**src/rtl/systolic_sequencer.sv**
```systemverilog
// systolic_sequencer: runs one matrix-multiply pass through an N x N
// systolic MAC array. It clears the accumulators, streams K operand
// columns/rows from a one-cycle-latency buffer and skews each lane
// diagonally. It then drains the array pipeline and pulses done.
module systolic_sequencer #(
    parameter int N          = 16,
    parameter int OP_WIDTH   = 8,
    parameter int KMAX       = 256,
    parameter int K_WIDTH    = 9,
    parameter int ADDR_WIDTH = 8,
    parameter int MAC_LAT    = 1
) (
    input  logic                    clk,
    input  logic                    reset,
    input  logic                    start,
    input  logic [K_WIDTH-1:0]      k_len,
    output logic                    busy,
    output logic                    done,
    output logic                    rd_en,
    output logic [ADDR_WIDTH-1:0]   rd_addr,
    input  logic [N*OP_WIDTH-1:0]   a_col_data,
    input  logic [N*OP_WIDTH-1:0]   b_row_data,
    output logic                    array_clear,
    output logic [N*OP_WIDTH-1:0]   array_a_column,
    output logic [N*OP_WIDTH-1:0]   array_b_row
);

    // Drain covers skew depth N, array propagation N-1, the input register
    // and the MAC latency.
    localparam int D     = 2 * N + MAC_LAT;
    localparam int D_W   = $clog2(D + 1);
    localparam int CNT_W = (K_WIDTH > D_W) ? K_WIDTH : D_W;
    localparam logic [K_WIDTH-1:0] KMAX_V = K_WIDTH'(KMAX);

    typedef enum logic [2:0] {
        S_IDLE,
        S_CLEAR,
        S_FEED,
        S_DRAIN,
        S_DONE
    } state_t;

    state_t                 state_q, state_d;
    logic [K_WIDTH-1:0]     kl_q, kl_d;
    logic [CNT_W-1:0]       cnt_q, cnt_d;
    logic                   busy_q, busy_d;
    logic                   done_q, done_d;
    logic                   rd_en_q, rd_en_d;
    logic [ADDR_WIDTH-1:0]  rd_addr_q, rd_addr_d;
    logic                   clear_q, clear_d;
    logic                   valid_q, valid_d;
    logic [K_WIDTH-1:0]     k_clamped;

    assign k_clamped = (k_len > KMAX_V) ? KMAX_V : k_len;

    // State, latched K, cycle counter and all registered control outputs
    always_ff @(posedge clk or negedge reset) begin
        if (!reset) begin
            state_q   <= S_IDLE;
            kl_q      <= '0;
            cnt_q     <= '0;
            busy_q    <= 1'b0;
            done_q    <= 1'b0;
            rd_en_q   <= 1'b0;
            rd_addr_q <= '0;
            clear_q   <= 1'b1;
            valid_q   <= 1'b0;
        end else begin
            state_q   <= state_d;
            kl_q      <= kl_d;
            cnt_q     <= cnt_d;
            busy_q    <= busy_d;
            done_q    <= done_d;
            rd_en_q   <= rd_en_d;
            rd_addr_q <= rd_addr_d;
            clear_q   <= clear_d;
            valid_q   <= valid_d;
        end
    end

    // Next-state logic; cnt_q counts cycles spent in FEED and DRAIN
    always_comb begin
        state_d = state_q;
        kl_d    = kl_q;
        cnt_d   = cnt_q + CNT_W'(1);
        case (state_q)
            S_IDLE: begin
                cnt_d = '0;
                if (start) begin
                    kl_d    = k_clamped;
                    state_d = S_CLEAR;
                end
            end
            S_CLEAR: begin
                cnt_d   = '0;
                state_d = (kl_q != '0) ? S_FEED : S_DONE;
            end
            S_FEED: begin
                if (cnt_q == CNT_W'(kl_q) - CNT_W'(1)) begin
                    cnt_d   = '0;
                    state_d = S_DRAIN;
                end
            end
            S_DRAIN: begin
                if (cnt_q == CNT_W'(D - 1)) begin
                    cnt_d   = '0;
                    state_d = S_DONE;
                end
            end
            S_DONE: begin
                cnt_d   = '0;
                state_d = S_IDLE;
            end
            default: begin
                cnt_d   = '0;
                state_d = S_IDLE;
            end
        endcase
    end

    // Output decode from the next state so every output leaves a flop
    always_comb begin
        busy_d    = (state_d != S_IDLE);
        done_d    = (state_d == S_DONE);
        rd_en_d   = (state_d == S_FEED);
        rd_addr_d = (state_d == S_FEED) ? cnt_d[ADDR_WIDTH-1:0] : '0;
        clear_d   = (state_d == S_CLEAR);
        valid_d   = rd_en_q;
    end

    assign busy        = busy_q;
    assign done        = done_q;
    assign rd_en       = rd_en_q;
    assign rd_addr     = rd_addr_q;
    assign array_clear = clear_q;

    // Lane gi gets a chain of gi+1 registers; invalid buffer data enters as 0
    genvar gi;
    generate
        for (gi = 0; gi < N; gi++) begin : g_lane
            logic [OP_WIDTH-1:0] a_sk_q [0:gi];
            logic [OP_WIDTH-1:0] a_sk_d [0:gi];
            logic [OP_WIDTH-1:0] b_sk_q [0:gi];
            logic [OP_WIDTH-1:0] b_sk_d [0:gi];

            // Shift the lane's skew chain by one stage
            always_comb begin
                a_sk_d[0] = valid_q ? a_col_data[gi*OP_WIDTH +: OP_WIDTH] : '0;
                b_sk_d[0] = valid_q ? b_row_data[gi*OP_WIDTH +: OP_WIDTH] : '0;
                for (int s = 1; s <= gi; s++) begin
                    a_sk_d[s] = a_sk_q[s-1];
                    b_sk_d[s] = b_sk_q[s-1];
                end
            end

            // Skew chain storage
            always_ff @(posedge clk or negedge reset) begin
                if (!reset) begin
                    for (int s = 0; s <= gi; s++) begin
                        a_sk_q[s] <= '0;
                        b_sk_q[s] <= '0;
                    end
                end else begin
                    for (int s = 0; s <= gi; s++) begin
                        a_sk_q[s] <= a_sk_d[s];
                        b_sk_q[s] <= b_sk_d[s];
                    end
                end
            end

            assign array_a_column[gi*OP_WIDTH +: OP_WIDTH] = a_sk_q[gi];
            assign array_b_row[gi*OP_WIDTH +: OP_WIDTH]    = b_sk_q[gi];
        end
    endgenerate

endmodule

```
**config.mk**
```make
export PLATFORM = sky130hd
export DESIGN_NAME = systolic_sequencer
export DESIGN_NICKNAME = d
export VERILOG_FILES = /design/src/rtl/systolic_sequencer.sv
export SDC_FILE = /design/constraint.sdc
export NUM_CORES = 1
export LEC_CHECK = 0
export CAP_MARGIN = 15
export CORE_MARGIN = 5
export CORE_UTILIZATION = 60
export CTS_CLUSTER_SIZE = 20
export DETAILED_ROUTE_END_ITERATION = 8
export GPL_ROUTABILITY_DRIVEN = 1
export HOLD_SLACK_MARGIN = 0.08
export PLACE_DENSITY = 0.83
export SLEW_MARGIN = 15
export SYNTH_ARGS = -nofsm -noshare
export SYNTH_HDL_FRONTEND = slang
export SYNTH_SLANG_ARGS = --single-unit
```
**constraint.sdc**
```tcl
create_clock -name clk -period 3.45 [get_ports clk]
set_input_delay 0.69 -clock clk [delete_from_list [all_inputs] [get_ports clk]]
set_output_delay 0.69 -clock clk [all_outputs]
set_load 0.005 [all_outputs]
```
==> metrics.md <==
| Metric | Value |
|---|---|
| CP Class | reg2reg |
| Die Wd | roughly 320 um |
| Top_reg_cell synth | dfrtp_1 |
| Crit path capture | rd_en |
| HPWL Detailed | about 70 mm |
| Core area | between 0.09 and 0.1 mm^2 |
| Clk network pwr share | 0.351 |
| Vias in the first global route | 29,600 |
| CTS tree | done |
| Max clock buf depth | 3 |
| Slew headroom | 0.326 |
| Worst reg2reg setup slack | 0.84 ns |
| Fill cells | approximately 4,800 |
| Crit Path Max Fanout | 19 |
| H-tree Lvls | 4 |
| Routed via count | 23,900 |
| Req. time, crit path | 4.04 ns |
| All-layer global routing usage | 0.273 |
| Area share of the largest cell type after synthesis | 0.953 |
| Synth top cells by count | dfrtp_1, and2_1, clkbuf_1, nand2_1, a21oi_1 |
| DR iter-0 viols | approximately 1,800 |
| Area of the mapped netlist | roughly 0.058 mm^2 |
| Unrepaired setup endpoints after global routing | no |
| Max Freq | approximately 380 MHz |
| Synth Area in Simple Gates | 0.0351 |
| Clock Skew | roughly 0.039 ns |
| Drt pass-1 iters | 5 |
| Adder-cell share of the synthesized area | 0.000647 |
| MaxCap Viol Count | 0 |
| Clock latency on the worst-skew pair | ~0.8 ns |
| Final setup vio count | 0 |
| Die ar. | about 0.1 mm^2 |
| First-pass GRT wire length | 203 mm |
| Wire per inst | between 20 and 30 um |
| Leak | between 30 and 40 nW |
| Crit path depth | 7 |
| Delay of the slowest critical-path stage | about 0.89 ns |
| PortBufs | 535 |
| Sw Share | 0.248 |
| Pint | around 48 mW |
| Ports | around 540 |
| Syn_area_per_cell | 21.9 um^2 |
| Setup bufs post-CTS | 0 |
| Syn nets | just under 3,000 |
| Min-Delay Path Class | reg2reg |
| Layout area overhead | 24.4% |
| Final worst-path cycle share | 0.756 |
| Starting density of the core | 0.602 |
| Worst Setup Start Kind | flip-flop |
| Register-to-Register Path Depth | 7 |
| Bufs and invs on worst path | 1 |
| Compound-Gate Fraction of Synth Area | 0.00423 |
| Avg Vias per Cell | around 5 |
| NumNets Final | ~3,700 |
| Top delay family on crit path | simple AND/OR/NAND/NOR gates |
| Logic pwr share | 0.075 |
| Synth unique cells | 42 |
| Post-synthesis sequential area ratio | 0.954 |
| GRT overflow | 0 |
| Worst VDD drop | between 500 and 600 uV |
| Slew Viols, Final | 0 |
| RePlAce Congestion | about 0.80 |
| Cell Pwr Density | a little under 900 mW/mm^2 |
| Number of remaining DRC errors | 0 |
| Clk sinks | ~2,200 |
| Largest net degree at the start of global routing | approximately 130 |
| Cells after Synth | roughly 2,600 |
| XOR/XNOR share of the synthesized area | 0.00313 |
| Worst Setup End Kind | flip-flop |
| Switching Power | approximately 16 mW |
| Top cells by area, synth | dfrtp_1, and2_1, clkbuf_1, nand2_1, a21oi_1 |
| Tmin final | around 2.6 ns |
| Design area | between 0.07 and 0.08 mm^2 |
| Clock root cell | clkbuf_16 |
| Clock-pin slew on the worst setup and hold paths | 0.07 ns |
| Status | completed |
| CTS Buf Count | between 150 and 200 |
| Cell Area, Placed | 0.0656 mm^2 |
| Layout cells sized above 1 | 0.107 |
| Mux cell area share after synthesis | 0 |
| Die Y | roughly 320 um |
| Setup TNS | 0 ns |
| Worst r2r src | kl_q[0] |
| Initial antenna violation count | 31 |
| Total Wirelength | between 100 and 150 mm |
| Crit-path cells | inv_1, ha_1, nand2b_1, a21boi_1, o31ai_1, nor4_4, a31oi_1 |
| Slew at the pin closest to its max-slew limit | 1.01 ns |
| Count leader, synth | dfrtp_1 |
| Reg power frac | 0.574 |
| Number of synthesized flops with an enable pin | 0 |
| Arr. time, crit path | around 3.2 ns |
| Largest family of logic cells by synthesized area | simple AND/OR/NAND/NOR gates |
| Crit path launch | kl_q[0] |
| Synth warn | 0 |
| Slowest cell on the critical path | nor4_4 |
| Cell accounting for the most synthesized area | dfrtp_1 |
| Seq cells post-synth | between 2,000 and 2,500 |
| Reg-to-reg endpoint | rd_en |
| Hold slack | 0.330 ns |
| Rows | between 100 and 150 |
| Final Hold Viols | 0 |
| FFs w/ async S/R, synth | 1.00 |
| Detail Route Antenna Nets | 0 |
[final cells by class]
cell class / count / area, um^2 / share of cell area
Antenna cell: 24 / 60.1 / 0.000833
Clock buffer: 287 / 5620 / 0.0779
Tap cell: 1276 / 1600 / 0.0221
Sequential cell: 2210 / 55300 / 0.767
Clock inverter: 69 / 888 / 0.0123
Timing Repair Buffer: 597 / 6140 / 0.0851
Inverter: 5 / 18.8 / 0.000260
Multi-Input combinational cell: 395 / 2500 / 0.0347
[power groups by stage]
stage                     logic [mW]  registers [mW]  clock network [mW]
after CTS                       4.89            36.7                22.8
after global routing            5.16            37.1                23.9
after detailed placement        4.70            36.4                   0
after floorplan                 1.41            34.8                   0
after global placement          4.46            35.2                   0
final                           4.79            36.5                22.3
[placed cells by master (no fill, tap or decap), types with 17 or more instances in the layout]
cell type / n
clkbuf_1: 50
dfrtp_1: 2208
a21oi_1: 17
and2_1: 256
clkinv_2: 35
nand2_1: 31
clkbuf_8: 44
buf_12: 24
diode_2: 24
clkdlybuf4s50_1: 534
clkbuf_16: 193
buf_4: 37
[timing repair]
item	CTS	global route
gates resized for setup	0	0
hold endpoints to repair	75	0
hold buffers	1	0
[metrics by stage]
| stage | setup slack [ns] | util | instances | power [mW] |
|---|---|---|---|---|
| 6_report | 0.841 | 0.749 | 4863 | 63.6 |
| 5_1_grt | 0.558 | 0.749 | 4857 | 66.2 |
| 4_1_cts | 0.832 | 0.749 | 4839 | 64.4 |
| 3_5_place_dp | 0.867 | 0.681 | 4482 | 41.1 |
| 3_3_place_gp | 0.994 | 0.681 | 4482 | 39.7 |
| 2_1_floorplan | 1.42 | - | 2647 | 36.2 |
[logic make-up (layout without fill, tap and decap cells)]
kind of cell,Yosys count,in the layout
and+or+nand+nor,332,332
adders and majority gates,3,3
other,0,24
xor gates and xnor gates,19,19
DFF,2210,2210
AOI/OAI and AO/OA,41,41
buffers and inverters,42,958
[how the worst min path moves through the flow]
stage / from / to / cells after the start / slack [ns]
CTS: g_lane[9].b_sk_d[3] / array_b_row[75] / 0 / 0.33
global route: g_lane[11].a_sk_d[49] / g_lane[11].a_sk_d[41] / 0 / 0.34
finish: g_lane[8].b_sk_d[59] / g_lane[8].b_sk_d[51] / 0 / 0.33
detailed placement: g_lane[4].a_sk_d[4] / array_a_column[36] / 0 / 0.33
floorplan: g_lane[12].a_sk_d[4] / array_a_column[100] / 0 / 0.33
global placement: g_lane[13].a_sk_d[29] / g_lane[13].a_sk_d[21] / 0 / 0.33
[flip-flops by register name, summed over array words and instances, names as in the netlist, 3 cells and up]
name,count
array_b_row,120
g_lane.a_sk_d,960
g_lane.b_sk_q,8
g_lane.b_sk_d,960
state_q,3
g_lane.a_sk_q,8
cnt_q,9
kl_q,9
array_a_column,120
rd_addr,8
[layer usage]
layer	routed length [um]	vias up	part of all wire	track usage
li1	-	9775	-	-
met1	44500	13100	0.33	0.308
met2	76700	688	0.57	0.506
met3	6390	285	0.048	0.0606
met4	5930	14	0.044	0.112
met5	90	-	0.00067	0
No activity file was read; power rests on OpenSTA's default activity.
